[src/rtl/mem_arb_pkg.sv]
// Shared types and constants for the fetch/data memory-port arbiter.
// Holds the arbiter state encoding, error-bit indices and the watchdog width helper.
package mem_arb_pkg;

  typedef enum logic [1:0] {
    IDLE   = 2'd0,
    BUSY_I = 2'd1,
    BUSY_D = 2'd2
  } arb_state_e;

  localparam int ERR_TIMEOUT = 0;
  localparam int ERR_OVERRUN = 1;
  localparam int ERR_W       = 2;

  // A disabled watchdog (timeout 0) still keeps a 1-bit counter so widths stay legal.
  function automatic int cnt_width(input int timeout);
    return (timeout > 0) ? $clog2(timeout + 1) : 1;
  endfunction

endpackage

[src/rtl/mem_arb_watchdog.sv]
// Saturating busy-cycle counter: cleared on issue, counts while enabled, flags TIMEOUT.
// A TIMEOUT of 0 holds the counter at 0 and never raises the flag.
module mem_arb_watchdog
  import mem_arb_pkg::*;
#(
  parameter int TIMEOUT = 256
) (
  input  logic clk_i,
  input  logic rst_ni,
  input  logic clr_i,
  input  logic en_i,
  output logic hit_o
);

  localparam int CNT_W = cnt_width(TIMEOUT);
  localparam logic [CNT_W-1:0] LIMIT = CNT_W'(TIMEOUT);

  logic [CNT_W-1:0] cnt_q, cnt_d;

  always_comb begin
    cnt_d = cnt_q;
    if (clr_i) begin
      cnt_d = '0;
    end else if (en_i && (cnt_q != LIMIT)) begin
      cnt_d = cnt_q + CNT_W'(1);
    end
  end

  always_ff @(posedge clk_i or negedge rst_ni) begin
    if (!rst_ni) begin
      cnt_q <= '0;
    end else begin
      cnt_q <= cnt_d;
    end
  end

  assign hit_o = (TIMEOUT != 0) && (cnt_q == LIMIT);

endmodule

[src/rtl/mem_port_arbiter.sv]
// Shares one variable-latency memory port between instruction fetch and data load/store.
// Latches request pulses per side, issues one transaction at a time (data first), routes responses back.
module mem_port_arbiter
  import mem_arb_pkg::*;
#(
  parameter int ADDR_W  = 64,
  parameter int INST_W  = 32,
  parameter int DATA_W  = 64,
  parameter int TIMEOUT = 256
) (
  input  logic              i_clk,
  input  logic              i_rst_n,
  input  logic              i_i_req,
  input  logic [ADDR_W-1:0] i_i_addr,
  output logic              o_i_valid,
  output logic [INST_W-1:0] o_i_inst,
  input  logic              i_d_read,
  input  logic              i_d_write,
  input  logic [ADDR_W-1:0] i_d_addr,
  input  logic [DATA_W-1:0] i_d_wdata,
  output logic              o_d_valid,
  output logic [DATA_W-1:0] o_d_rdata,
  output logic              o_m_req,
  output logic              o_m_we,
  output logic [ADDR_W-1:0] o_m_addr,
  output logic [DATA_W-1:0] o_m_wdata,
  input  logic              i_m_valid,
  input  logic [DATA_W-1:0] i_m_rdata,
  output logic [ERR_W-1:0]  o_err
);

  arb_state_e        state_q, state_d;

  logic              i_pend_q, i_pend_d;
  logic [ADDR_W-1:0] i_addr_q, i_addr_d;
  logic              d_pend_q, d_pend_d;
  logic              d_we_q, d_we_d;
  logic [ADDR_W-1:0] d_addr_q, d_addr_d;
  logic [DATA_W-1:0] d_wdata_q, d_wdata_d;

  logic              m_req_q, m_req_d;
  logic              m_we_q, m_we_d;
  logic [ADDR_W-1:0] m_addr_q, m_addr_d;
  logic [DATA_W-1:0] m_wdata_q, m_wdata_d;
  logic              i_valid_q, i_valid_d;
  logic [INST_W-1:0] i_inst_q, i_inst_d;
  logic              d_valid_q, d_valid_d;
  logic [DATA_W-1:0] d_rdata_q, d_rdata_d;
  logic [ERR_W-1:0]  err_q, err_d;

  logic              wd_clr, wd_hit;
  logic              busy, done, done_i, done_d;
  logic              occ_i, occ_d, d_pulse, i_acc, d_acc;
  logic              i_avail, d_avail, can_issue;
  logic [ADDR_W-1:0] i_sel_addr, d_sel_addr;
  logic              d_sel_we;
  logic [DATA_W-1:0] d_sel_wdata;

  mem_arb_watchdog #(
    .TIMEOUT (TIMEOUT)
  ) u_watchdog (
    .clk_i  (i_clk),
    .rst_ni (i_rst_n),
    .clr_i  (wd_clr),
    .en_i   (busy),
    .hit_o  (wd_hit)
  );

  // A watchdog hit completes the transaction exactly like a memory response.
  assign busy    = (state_q != IDLE);
  assign done    = busy && (i_m_valid || wd_hit);
  assign done_i  = done && (state_q == BUSY_I);
  assign done_d  = done && (state_q == BUSY_D);

  // A side is occupied if pending, or in flight and not completing this cycle.
  assign occ_i   = i_pend_q || ((state_q == BUSY_I) && !done_i);
  assign occ_d   = d_pend_q || ((state_q == BUSY_D) && !done_d);
  assign d_pulse = i_d_read || i_d_write;
  assign i_acc   = i_i_req && !occ_i;
  assign d_acc   = d_pulse && !occ_d;

  assign i_avail     = i_pend_q || i_acc;
  assign d_avail     = d_pend_q || d_acc;
  assign i_sel_addr  = i_pend_q ? i_addr_q : i_i_addr;
  assign d_sel_addr  = d_pend_q ? d_addr_q : i_d_addr;
  assign d_sel_we    = d_pend_q ? d_we_q : i_d_write;
  assign d_sel_wdata = d_pend_q ? d_wdata_q : (i_d_write ? i_d_wdata : '0);
  assign can_issue   = !busy || done;

  always_comb begin
    state_d   = state_q;
    i_pend_d  = i_pend_q;
    i_addr_d  = i_addr_q;
    d_pend_d  = d_pend_q;
    d_we_d    = d_we_q;
    d_addr_d  = d_addr_q;
    d_wdata_d = d_wdata_q;
    m_req_d   = 1'b0;
    m_we_d    = m_we_q;
    m_addr_d  = m_addr_q;
    m_wdata_d = m_wdata_q;
    i_valid_d = 1'b0;
    i_inst_d  = '0;
    d_valid_d = 1'b0;
    d_rdata_d = '0;
    err_d     = err_q;
    wd_clr    = 1'b0;

    if (busy && wd_hit && !i_m_valid) begin
      err_d[ERR_TIMEOUT] = 1'b1;
    end
    if ((i_i_req && occ_i) || (d_pulse && occ_d) || (i_d_read && i_d_write)) begin
      err_d[ERR_OVERRUN] = 1'b1;
    end

    if (i_acc) begin
      i_pend_d = 1'b1;
      i_addr_d = i_i_addr;
    end
    if (d_acc) begin
      d_pend_d  = 1'b1;
      d_we_d    = i_d_write;
      d_addr_d  = i_d_addr;
      d_wdata_d = i_d_write ? i_d_wdata : '0;
    end

    if (done_i) begin
      i_valid_d = 1'b1;
      i_inst_d  = i_m_valid ? i_m_rdata[INST_W-1:0] : '0;
    end
    if (done_d) begin
      d_valid_d = 1'b1;
      d_rdata_d = (i_m_valid && !m_we_q) ? i_m_rdata : '0;
    end
    if (done) begin
      state_d = IDLE;
    end

    if (can_issue) begin
      if (d_avail) begin
        state_d   = BUSY_D;
        m_req_d   = 1'b1;
        m_we_d    = d_sel_we;
        m_addr_d  = d_sel_addr;
        m_wdata_d = d_sel_wdata;
        d_pend_d  = 1'b0;
        wd_clr    = 1'b1;
      end else if (i_avail) begin
        state_d   = BUSY_I;
        m_req_d   = 1'b1;
        m_we_d    = 1'b0;
        m_addr_d  = i_sel_addr;
        m_wdata_d = '0;
        i_pend_d  = 1'b0;
        wd_clr    = 1'b1;
      end
    end
  end

  always_ff @(posedge i_clk or negedge i_rst_n) begin
    if (!i_rst_n) begin
      state_q   <= IDLE;
      i_pend_q  <= 1'b0;
      i_addr_q  <= '0;
      d_pend_q  <= 1'b0;
      d_we_q    <= 1'b0;
      d_addr_q  <= '0;
      d_wdata_q <= '0;
      m_req_q   <= 1'b0;
      m_we_q    <= 1'b0;
      m_addr_q  <= '0;
      m_wdata_q <= '0;
      i_valid_q <= 1'b0;
      i_inst_q  <= '0;
      d_valid_q <= 1'b0;
      d_rdata_q <= '0;
      err_q     <= '0;
    end else begin
      state_q   <= state_d;
      i_pend_q  <= i_pend_d;
      i_addr_q  <= i_addr_d;
      d_pend_q  <= d_pend_d;
      d_we_q    <= d_we_d;
      d_addr_q  <= d_addr_d;
      d_wdata_q <= d_wdata_d;
      m_req_q   <= m_req_d;
      m_we_q    <= m_we_d;
      m_addr_q  <= m_addr_d;
      m_wdata_q <= m_wdata_d;
      i_valid_q <= i_valid_d;
      i_inst_q  <= i_inst_d;
      d_valid_q <= d_valid_d;
      d_rdata_q <= d_rdata_d;
      err_q     <= err_d;
    end
  end

  assign o_m_req   = m_req_q;
  assign o_m_we    = m_we_q;
  assign o_m_addr  = m_addr_q;
  assign o_m_wdata = m_wdata_q;
  assign o_i_valid = i_valid_q;
  assign o_i_inst  = i_inst_q;
  assign o_d_valid = d_valid_q;
  assign o_d_rdata = d_rdata_q;
  assign o_err     = err_q;

endmodule

[config.mk]
export PLATFORM = sky130hd
export DESIGN_NAME = mem_port_arbiter
export DESIGN_NICKNAME = d
export VERILOG_FILES = /design/src/rtl/mem_arb_pkg.sv /design/src/rtl/mem_arb_watchdog.sv /design/src/rtl/mem_port_arbiter.sv
export SDC_FILE = /design/constraint.sdc
export NUM_CORES = 1
export LEC_CHECK = 0
export ABC_AREA = 1
export CORE_MARGIN = 2
export CORE_UTILIZATION = 45
export DETAILED_ROUTE_END_ITERATION = 8
export PLACE_DENSITY = 0.84
export REMOVE_ABC_BUFFERS = 1
export SLEW_MARGIN = 20
export SYNTH_ARGS = -nofsm -noshare
export SYNTH_HDL_FRONTEND = slang
export SYNTH_SLANG_ARGS = --single-unit
[constraint.sdc]
create_clock -name i_clk -period 3.2 [get_ports i_clk]
set_input_delay 0.32 -clock i_clk [delete_from_list [all_inputs] [get_ports i_clk]]
set_output_delay 0.32 -clock i_clk [all_outputs]
set_load 0.01 [all_outputs]
# == Yosys cells after proc, flatten, opt, wreduce, memory -nomap -nowiden ==
# Index checks and enable logic that the tools add are counted.
# totals
reg_bits,436
latchBits,0
mem_bits_rw,0
romBits,0
in_bits,262
output_inout_bits,230
word_cells,90
memories,0
# classes
add_sub_neg,1
n_mul,0
div_mod_pow,0
magnitude_cmp,0
eq_ne,4
n_shift,0
muxes,33
bitwise_logic,0
n_reduce_logical,34
# op_table
cell,n
2-to-1 mux 64 bit,10
2-to-1 mux 32 bit,2
2-to-1 mux 9 bit,2
2-to-1 mux 1 bit,15
logical AND 1 bit,14
"adder 9 x 1 -> 9 bit, second input constant",1
"equality test 9 bit, second input constant",1
logical OR 1 bit,9
"!= test 9 bit, second input constant",1
2-to-1 mux 2 bit,4
zero test 1 bit,7
nonzero test 2 bit,3
"equality test 2 x 1 -> 1 bit, second input constant",1
"equality test 2 bit, second input constant",1
AND reduction 2 bit,1

# == Longest topological paths before layout ==
# Gate-level depths: netlist of run 1.
# logic_depth
ltp_word,14
mapped_depth,14
mapped_depth_nobuf,12

# == Cells and area by module ==
# A second synthesis of run 1 with hierarchy kept.
# hier_totals
hier_cells,2570
hier_area_um2,19865.3
# by_module_without_submodules
module,n_inst,cells_per_inst,area_each_um2,seq_area_each_um2
mem_port_arbiter,1,2476,19234.7,10685.2
mem_arb_watchdog,1,94,630.6,225.2

# == Worst setup path before layout of run 1 ==
# No wires, ideal clock.
# synth_path
path_kind,reg2reg
from,reg u_watchdog.cnt_q[0]
to,"reg m_addr_q[42], in the netlist o_m_addr[42]"
arrival_time_ps,1678
required_ps,3084
path_slack_ps,1406
path_stages_with_launch,15
path_buffers,2
synth_period_minus_slack_ps,1794
cell_sequence,dfrtp_1 > inv_1 > ha_1 > nand2_1 > nor2_1 > nand2_2 > inv_1 > nor2_2 > nand2_2 > nand2_1 > nand2_1 > buf_2 > buf_4 > nand2_1 > nand2_1
# synth_via
elab_chain_cells,12
word_cells_on_any_way,21
classes_between,1 x eq/ne; 1 x mux; 19 x reduce/logical
# synth_lines
element,line,text
"start, declared",mem_arb_watchdog.sv:18,"logic [CNT_W-1:0] cnt_q, cnt_d;"
"start signal, assigned",mem_arb_watchdog.sv:33,cnt_q <= cnt_d;
equality test 9 bit *,mem_arb_watchdog.sv:37,assign hit_o = (TIMEOUT != 0) && (cnt_q == LIMIT);
logical OR 1 bit *,mem_port_arbiter.sv:71,assign done = busy && (i_m_valid || wd_hit);
logical AND 1 bit *,mem_port_arbiter.sv:71,
"logical AND 1 bit, on equally long branches","mem_port_arbiter.sv:72, mem_port_arbiter.sv:73",
"zero test 1 bit, on equally long branches","mem_port_arbiter.sv:76, mem_port_arbiter.sv:77",
"logical AND 1 bit, on equally long branches","mem_port_arbiter.sv:76, mem_port_arbiter.sv:77",
"logical OR 1 bit, on equally long branches","mem_port_arbiter.sv:76, mem_port_arbiter.sv:77",
"zero test 1 bit, on equally long branches","mem_port_arbiter.sv:79, mem_port_arbiter.sv:80",
"logical AND 1 bit, on equally long branches","mem_port_arbiter.sv:79, mem_port_arbiter.sv:80",
"logical OR 1 bit, on equally long branches","mem_port_arbiter.sv:82, mem_port_arbiter.sv:83",
nonzero test 2 bit (no line),--,
AND reduction 2 bit (no line),--,
"end signal, assigned",mem_port_arbiter.sv:188,m_addr_q <= m_addr_d;
"end, declared",mem_port_arbiter.sv:43,"logic [ADDR_W-1:0] m_addr_q, m_addr_d;"
# Mark *: on every way between the ends. The rest lies on a longest branch, timed or not.
# A chain may end at the register's enable or synchronous reset.

# == Final worst setup path of run 1 ==
# layout_path
from,reg u_watchdog.cnt_q[0]
to,"reg m_wdata_q[43], in the netlist o_m_wdata[43]"
# layout_via
elab_chain_cells,12
word_cells_on_any_way,21
classes_between,1 x eq/ne; 1 x mux; 19 x reduce/logical
# layout_lines
element,line,text
equality test 9 bit *,mem_arb_watchdog.sv:37,
logical OR 1 bit *,mem_port_arbiter.sv:71,
logical AND 1 bit *,mem_port_arbiter.sv:71,
"logical AND 1 bit, on equally long branches","mem_port_arbiter.sv:72, mem_port_arbiter.sv:73",
"zero test 1 bit, on equally long branches","mem_port_arbiter.sv:76, mem_port_arbiter.sv:77",
"logical AND 1 bit, on equally long branches","mem_port_arbiter.sv:76, mem_port_arbiter.sv:77",
"logical OR 1 bit, on equally long branches","mem_port_arbiter.sv:76, mem_port_arbiter.sv:77",
"zero test 1 bit, on equally long branches","mem_port_arbiter.sv:79, mem_port_arbiter.sv:80",
"logical AND 1 bit, on equally long branches","mem_port_arbiter.sv:79, mem_port_arbiter.sv:80",
"logical OR 1 bit, on equally long branches","mem_port_arbiter.sv:82, mem_port_arbiter.sv:83",
nonzero test 2 bit (no line),--,
AND reduction 2 bit (no line),--,
"end signal, assigned",mem_port_arbiter.sv:189,m_wdata_q <= m_wdata_d;
"end, declared",mem_port_arbiter.sv:44,"logic [DATA_W-1:0] m_wdata_q, m_wdata_d;"
# Marks and branches as above.

==> flow_metrics.env, run 1 <==
export IMPL_io_pins=492
export IMPL_drt_iter0_markers=1739
export IMPL_root_buffer="clkbuf_16"
export IMPL_dieArea_um2=43800
export IMPL_pwr_share_clk_pct=23.2
export IMPL_cts_resized=0
export IMPL_coreArea_um2=41800
export IMPL_grt_max_degree=194
export IMPL_ys_ff_latch=436
export IMPL_worstMarginPinSlew_ps=844
export IMPL_worstSetupStartpointType="flop"
export IMPL_htree_levels=2
export IMPL_min_from="i_m_rdata[48]"
export IMPL_ir_drop_mv=0.853
export IMPL_power_density_nw_per_um2=900
export IMPL_worstRegToRegCells=12
export IMPL_viasPerCell=5.22
export IMPL_drc_errors=0
export IMPL_hold_viol=0
export IMPL_cts_sinks=436
export IMPL_path_max_fanout=52
export IMPL_cts_buffers=48
export IMPL_ys_flop_type="dfrtp_1"
export IMPL_p_seq_share_pct=38.3
export IMPL_clk_path_buf_depth=3
export IMPL_initial_utilization_pct=45.4
export IMPL_die_h_um=209
export IMPL_crit_type="flop to flop"
export IMPL_startpoint="u_watchdog.cnt_q[0]"
export IMPL_hpwl_mm=39.1
export IMPL_fin_crit_ps=2500
export IMPL_dpl_instance_area_um2=24300
export IMPL_firstDrtPassIters=5
export IMPL_cp_required_ps=3710
export IMPL_worst_hold_path_type="primary input to flop"
export IMPL_ys_seq_area_share_pct=57.5
export IMPL_crit_path_end="o_m_wdata[43]"
export IMPL_cp_arrival_ps=3000
export IMPL_p_leak_nw=13.1
export IMPL_timing_rr_start="u_watchdog.cnt_q[0]"
export IMPL_synth_adder_area_share_pct=0.132
export IMPL_fin_nets=3069
export IMPL_seq_area_um2=10900
export IMPL_final_core_util_pct=61.9
export IMPL_clock_latency_ps=580
export IMPL_synth_simple_area_share_pct=28.0
export IMPL_postRouteAntennaNets=0
export IMPL_setup_tns_ps=0
export IMPL_combPwrFrac_pct=38.5
export IMPL_outcome="completed"
export IMPL_io_buffer_count=491
export IMPL_dieWidth_um=209
export IMPL_critPathCaptureType="flop"
export IMPL_grt_pass1_vias=17700
export IMPL_fmax_mhz=400
export IMPL_worstReg2RegEnd="o_m_wdata[43]"
export IMPL_rsz0062_at_grt="false"
export IMPL_overflow=0
export IMPL_post_route_period_util_pct=78.1
export IMPL_design_area_um2=25800
export IMPL_vias=17600
export IMPL_syn_area_um2=19000
export IMPL_syn_avg_cell_area_um2=7.95
export IMPL_synth_compound_area_share_pct=7.07
export IMPL_synth_top_area_share_pct=57.5
export IMPL_antennaDiodeCount=0
export IMPL_p_sw_mw=8.92
export IMPL_synth_commonest_cells="nand2_1 (1,152), dfrtp_1 (436), o21ai_0 (259)"
export IMPL_synth_edff_count=0
export IMPL_synth_xor_area_share_pct=0.277
export IMPL_cts_setup_buffers=0
export IMPL_grt_first_pass_wirelength_mm=92.9
export IMPL_antenna_found_initial=1
export IMPL_drv_slew=0
export IMPL_fin_worst_skew_ps=17.0
export IMPL_row_count=75
export IMPL_synthMostInstantiatedCell="nand2_1"
export IMPL_drive_gt1_share_pct=4.33
export IMPL_ys_warn_count=0
export IMPL_multi_input_area_um2=6760
export IMPL_setup_viol=0
export IMPL_synth_cells=2387
export IMPL_path_clk_slew_ps=60
export IMPL_cts_tree="built"
export IMPL_routedWlPerCell_um=17.4
export IMPL_synthDistinctLibCells=24
export IMPL_max_slew_margin_pct=43.7
export IMPL_maxCapViolations=0
export IMPL_cellInternalPower_mw=14.3
export IMPL_synth_top_area_cell="dfrtp_1"
export IMPL_synth_top_family_by_area="simple AND/OR/NAND/NOR gates"
export IMPL_gr_usage_all_layers_pct=26.6
export IMPL_totalWireLength_mm=58.8
export IMPL_routabilityCongestion=0.845
export IMPL_synthMuxAreaShare_pct=0
export IMPL_fillCellCount=3336
export IMPL_synth_area_leaders="dfrtp_1 (58%), nand2_1 (23%), o21ai_0 (6.8%)"
export IMPL_r2r_setup_slack_ps=700
export IMPL_area_growth_pct=36.2
export IMPL_netSwitchingFraction_pct=38.3
export IMPL_async_reset_ff_share_pct=100
export IMPL_whs_ps=271
-- layer usage --
| metal | GRT usage (%) | vias to the layer above | wire [um] |
|---|---|---|---|
| met4 | 11.8 | 0 | 2660 |
| met2 | 45.3 | 837 | 28600 |
| met3 | 7.42 | 147 | 5360 |
| met1 | 31.6 | 8457 | 22100 |
| li1 | - | 8194 | - |
| met5 | 0 | - | 0 |
-- state kept, by name (all words and copies together), names as in the netlist, 2 cells and up --
signal and flops:
u_watchdog.cnt_q 9, d_wdata_q 64, d_addr_q 64, o_i_inst 32, i_addr_q 64, state_q 2
o_m_addr 64, o_err 2, o_d_rdata 64, o_m_wdata 64
-- cells by family (layout without fill, tap and decap cells) --
family | after synthesis | in the layout
XOR/XNOR | 6 | 6
buffers and inverters | 331 | 785
flip-flops | 436 | 436
AO/OA/AOI/OAI | 266 | 266
AND/OR/NAND/NOR | 1346 | 1346
adder cells (fa/ha/maj) | 2 | 2
-- layout by cell type (no fill, tap or decap), types with 10 or more instances in the layout --
cell,count
buf_12,12
clkbuf_16,49
clkbuf_1,10
nand2_1,1150
nor3_1,33
dfrtp_1,434
nor2_1,80
nand4_1,67
clkdlybuf4s50_1,489
inv_1,176
buf_4,13
o21ai_0,259
-- power groups by stage --
stage               Combinational [mW]  Sequential (mW)  Clock, mW
global placement                  8.60             8.83          0
finish                            8.96             8.91       5.40
floorplan                         4.29             9.27          0
detailed placement                8.92             8.95          0
CTS                               8.99             8.89       5.49
global route                      10.0             9.14       5.69
-- area by class of cell --
| type | instances | share of cell area, % |
|---|---|---|
| timing repair buffer | 518 | 20.4 |
| sequential | 436 | 42.2 |
| inverter | 181 | 2.63 |
| clock inverter | 21 | 0.721 |
| clock buffer | 65 | 5.21 |
| multi-input combinational | 1620 | 26.2 |
| tap | 539 | 2.61 |
-- through the flow --
step           setup WS [ps]  std cells  power, mW
2_1_floorplan          -7850       2237       13.6
3_5_place_dp             632       3293       17.9
6_report                 702       3380       23.3
4_1_cts                  686       3380       23.4
5_1_grt                  545       3380       24.8
3_3_place_gp             750       3293       17.4
-- timing repair --
| action | in CTS | in global routing |
|---|---|---|
| endpoints found under the hold margin | 85 | 0 |
| hold buffers | 1 | 0 |
| endpoints found under the setup margin | 0 | 0 |
-- critical path, cell delays in order, from the launching register on --
cell and delay [ps]:
dfrtp_1 420, inv_1 70, ha_1 190, nand2_1 60
nor2_1 50, nand2_2 130, nand3_1 180, a21oi_1 240
nand2_1 120, nand2_4 380, buf_12 290, nand2_1 130
nand2_1 110
-- how the worst min path moves through the flow --
| stage | slack, ps | end | cells past startpoint |
|---|---|---|---|
| final | 270 | o_d_rdata[48] | 3 |
| after global routing | 270 | o_d_rdata[61] | 3 |
| after CTS | 240 | o_d_rdata[36] | 3 |
| after detailed placement | 420 | o_d_rdata[49] | 1 |
| after global placement | 420 | o_d_rdata[49] | 1 |
| after floorplan | 20 | d_addr_q[0] | 0 |
Power figures use the tool's default switching activity.
==> run 2: changes to the inputs <==
Clock period 3.2 ns to 2.4 ns, I/O delays scaled along.
==> run 2 against run 1 <==
Against the previous run:
- sequential share of layout area shrank 0.47 points
- die area is the same
- highest routed layer is now met5
- sequential power grew 32%
- fmax grew 12%
- non-clock buffer count grew 11
==> flow_metrics.env, run 2 (synthesized netlist as in run 1, its figures left out) <==
export IMPL_cts_sinks=436
export IMPL_rsz0062_at_grt="false"
export IMPL_firstDrtPassIters=6
export IMPL_max_slew_margin_pct=43.8
export IMPL_overflow=0
export IMPL_path_clk_slew_ps=60
export IMPL_cts_buffers=47
export IMPL_final_core_util_pct=62.6
export IMPL_drv_slew=0
export IMPL_io_pins=492
export IMPL_htree_levels=2
export IMPL_setup_viol=0
export IMPL_coreArea_um2=41800
export IMPL_power_density_nw_per_um2=1220
export IMPL_root_buffer="clkbuf_16"
export IMPL_whs_ps=192
export IMPL_post_route_period_util_pct=92.6
export IMPL_place_ws_ps=157
export IMPL_worstSetupStartpointType="flop"
export IMPL_crit_type="flop to flop"
export IMPL_hpwl_mm=39.9
export IMPL_ir_drop_mv=1.08
export IMPL_cp_arrival_ps=2630
export IMPL_fin_worst_skew_ps=15.5
export IMPL_fmax_mhz=450
export IMPL_clk_path_buf_depth=3
export IMPL_setup_ws_ps=178
export IMPL_dieWidth_um=209
export IMPL_hold_path_depth=3
export IMPL_postRouteAntennaNets=0
export IMPL_clock_latency_ps=570
export IMPL_drc_errors=0
export IMPL_grt_first_pass_wirelength_mm=94.5
export IMPL_routabilityCongestion=0.870
export IMPL_path_max_fanout=193
export IMPL_fin_nets=3079
export IMPL_cp_required_ps=2810
export IMPL_worstRegToRegCells=9
export IMPL_totalWireLength_mm=60.1
export IMPL_critPathCaptureType="flop"
export IMPL_maxCapViolations=0
export IMPL_fin_crit_ps=2220
export IMPL_mostFrequentLayoutCells="nand2_1 (1,150), clkdlybuf4s50_1 (489), dfrtp_1 (434), o21ai_0 (259), inv_1 (175)"
export IMPL_drive_gt1_share_pct=4.63
export IMPL_die_h_um=209
export IMPL_final_common_cell="nand2_1"
export IMPL_antenna_found_initial=2
export IMPL_worst_hold_path_type="primary input to flop"
export IMPL_setup_tns_ps=0
export IMPL_dpl_instance_area_um2=24400
export IMPL_r2r_setup_slack_ps=180
export IMPL_io_buffer_count=491
export IMPL_design_area_um2=26100
export IMPL_vias=17500
export IMPL_p_leak_nw=13.3
export IMPL_grt_pass1_vias=17600
export IMPL_fillCellCount=3296
export IMPL_area_growth_pct=37.8
export IMPL_initial_utilization_pct=45.4
export IMPL_worstMarginPinSlew_ps=842
export IMPL_viasPerCell=5.17
export IMPL_gr_usage_all_layers_pct=27.3
export IMPL_drt_iter0_markers=1580
export IMPL_dieArea_um2=43800
export IMPL_routedWlPerCell_um=17.8
export IMPL_cts_tree="built"
export IMPL_outcome="completed"
export IMPL_row_count=75
export IMPL_hold_viol=0
export IMPL_grt_max_degree=194
==> run 2: changes by cell type in the layout (fill, tap and decap cells not counted), moves of 2 or more <==
| cell | previous run | this run |
|---|---|---|
| bufinv_16 | 2 | 8 |
| inv_6 | 2 | 0 |
| clkbuf_8 | 6 | 8 |
| buf_4 | 13 | 20 |
| clkinv_2 | 8 | 5 |
| clkinvlp_4 | 8 | 2 |
| buf_12 | 12 | 16 |
==> run 2: through the flow <==
stage               total power [mW]  cells
floorplan                       17.9   2237
global placement                23.5   3301
detailed placement              24.1   3301
CTS                             32.0   3384
global route                    34.0   3388
finish                          32.0   3388
==> run 2: power breakdown <==
part | leakage [nW] | switching (mW) | internal [mW]
registers | 5.62 | 1.62 | 10.2
clock network | 0.813 | 2.98 | 4.82
logic | 6.84 | 7.38 | 5.01
==> run 2: worst max-delay path, cell delays in order (launching register included) <==
cell     delay, ps
dfrtp_1        410
inv_1           60
ha_1           180
nand2_1         60
nor2_1          50
nand2_2        130
nand3_4        140
nand3_4        110
buf_12         570
o21ai_0        200
==> run 2: routing by layer <==
metal | GRT usage, % | part of all wire (%)
met5 | 0 | 0.020
met4 | 13.0 | 4.9
met3 | 7.87 | 8.8
met2 | 46.7 | 49
met1 | 31.9 | 37
==> run 2: final timing paths <==
path,start,endpoint
min,i_m_rdata[58],o_d_rdata[58]
min reg2reg,d_wdata_q[6],d_wdata_q[6]
max in group asynchronous,i_rst_n,d_pend_q
min in group asynchronous,i_rst_n,o_d_rdata[37]
max,u_watchdog.cnt_q[1],d_addr_q[53]
max reg2reg,u_watchdog.cnt_q[1],d_addr_q[53]
==> run 2: layout make-up <==
| class | count | area (um2) | share of cell area [%] |
|---|---|---|---|
| flip-flops and latches | 436 | 10900 | 41.8 |
| multi-input cells | 1620 | 6770 | 25.9 |
| repair buffers | 529 | 5420 | 20.7 |
| clock buffers | 66 | 1370 | 5.24 |
| inverters | 181 | 683 | 2.61 |
| well taps | 539 | 674 | 2.58 |
| clock inverters | 16 | 290 | 1.11 |
| diodes | 1 | 2.50 | 0.00958 |
==> run 2: repair_timing <==
| action | CTS | global route |
|---|---|---|
| hold endpoints to repair | 45 | 0 |
| resized for setup | 0 | 3 |
| endpoints found under the setup margin | 0 | 77 |
| buffers inserted | 0 | 3 |
| hold buffers | 1 | 0 |
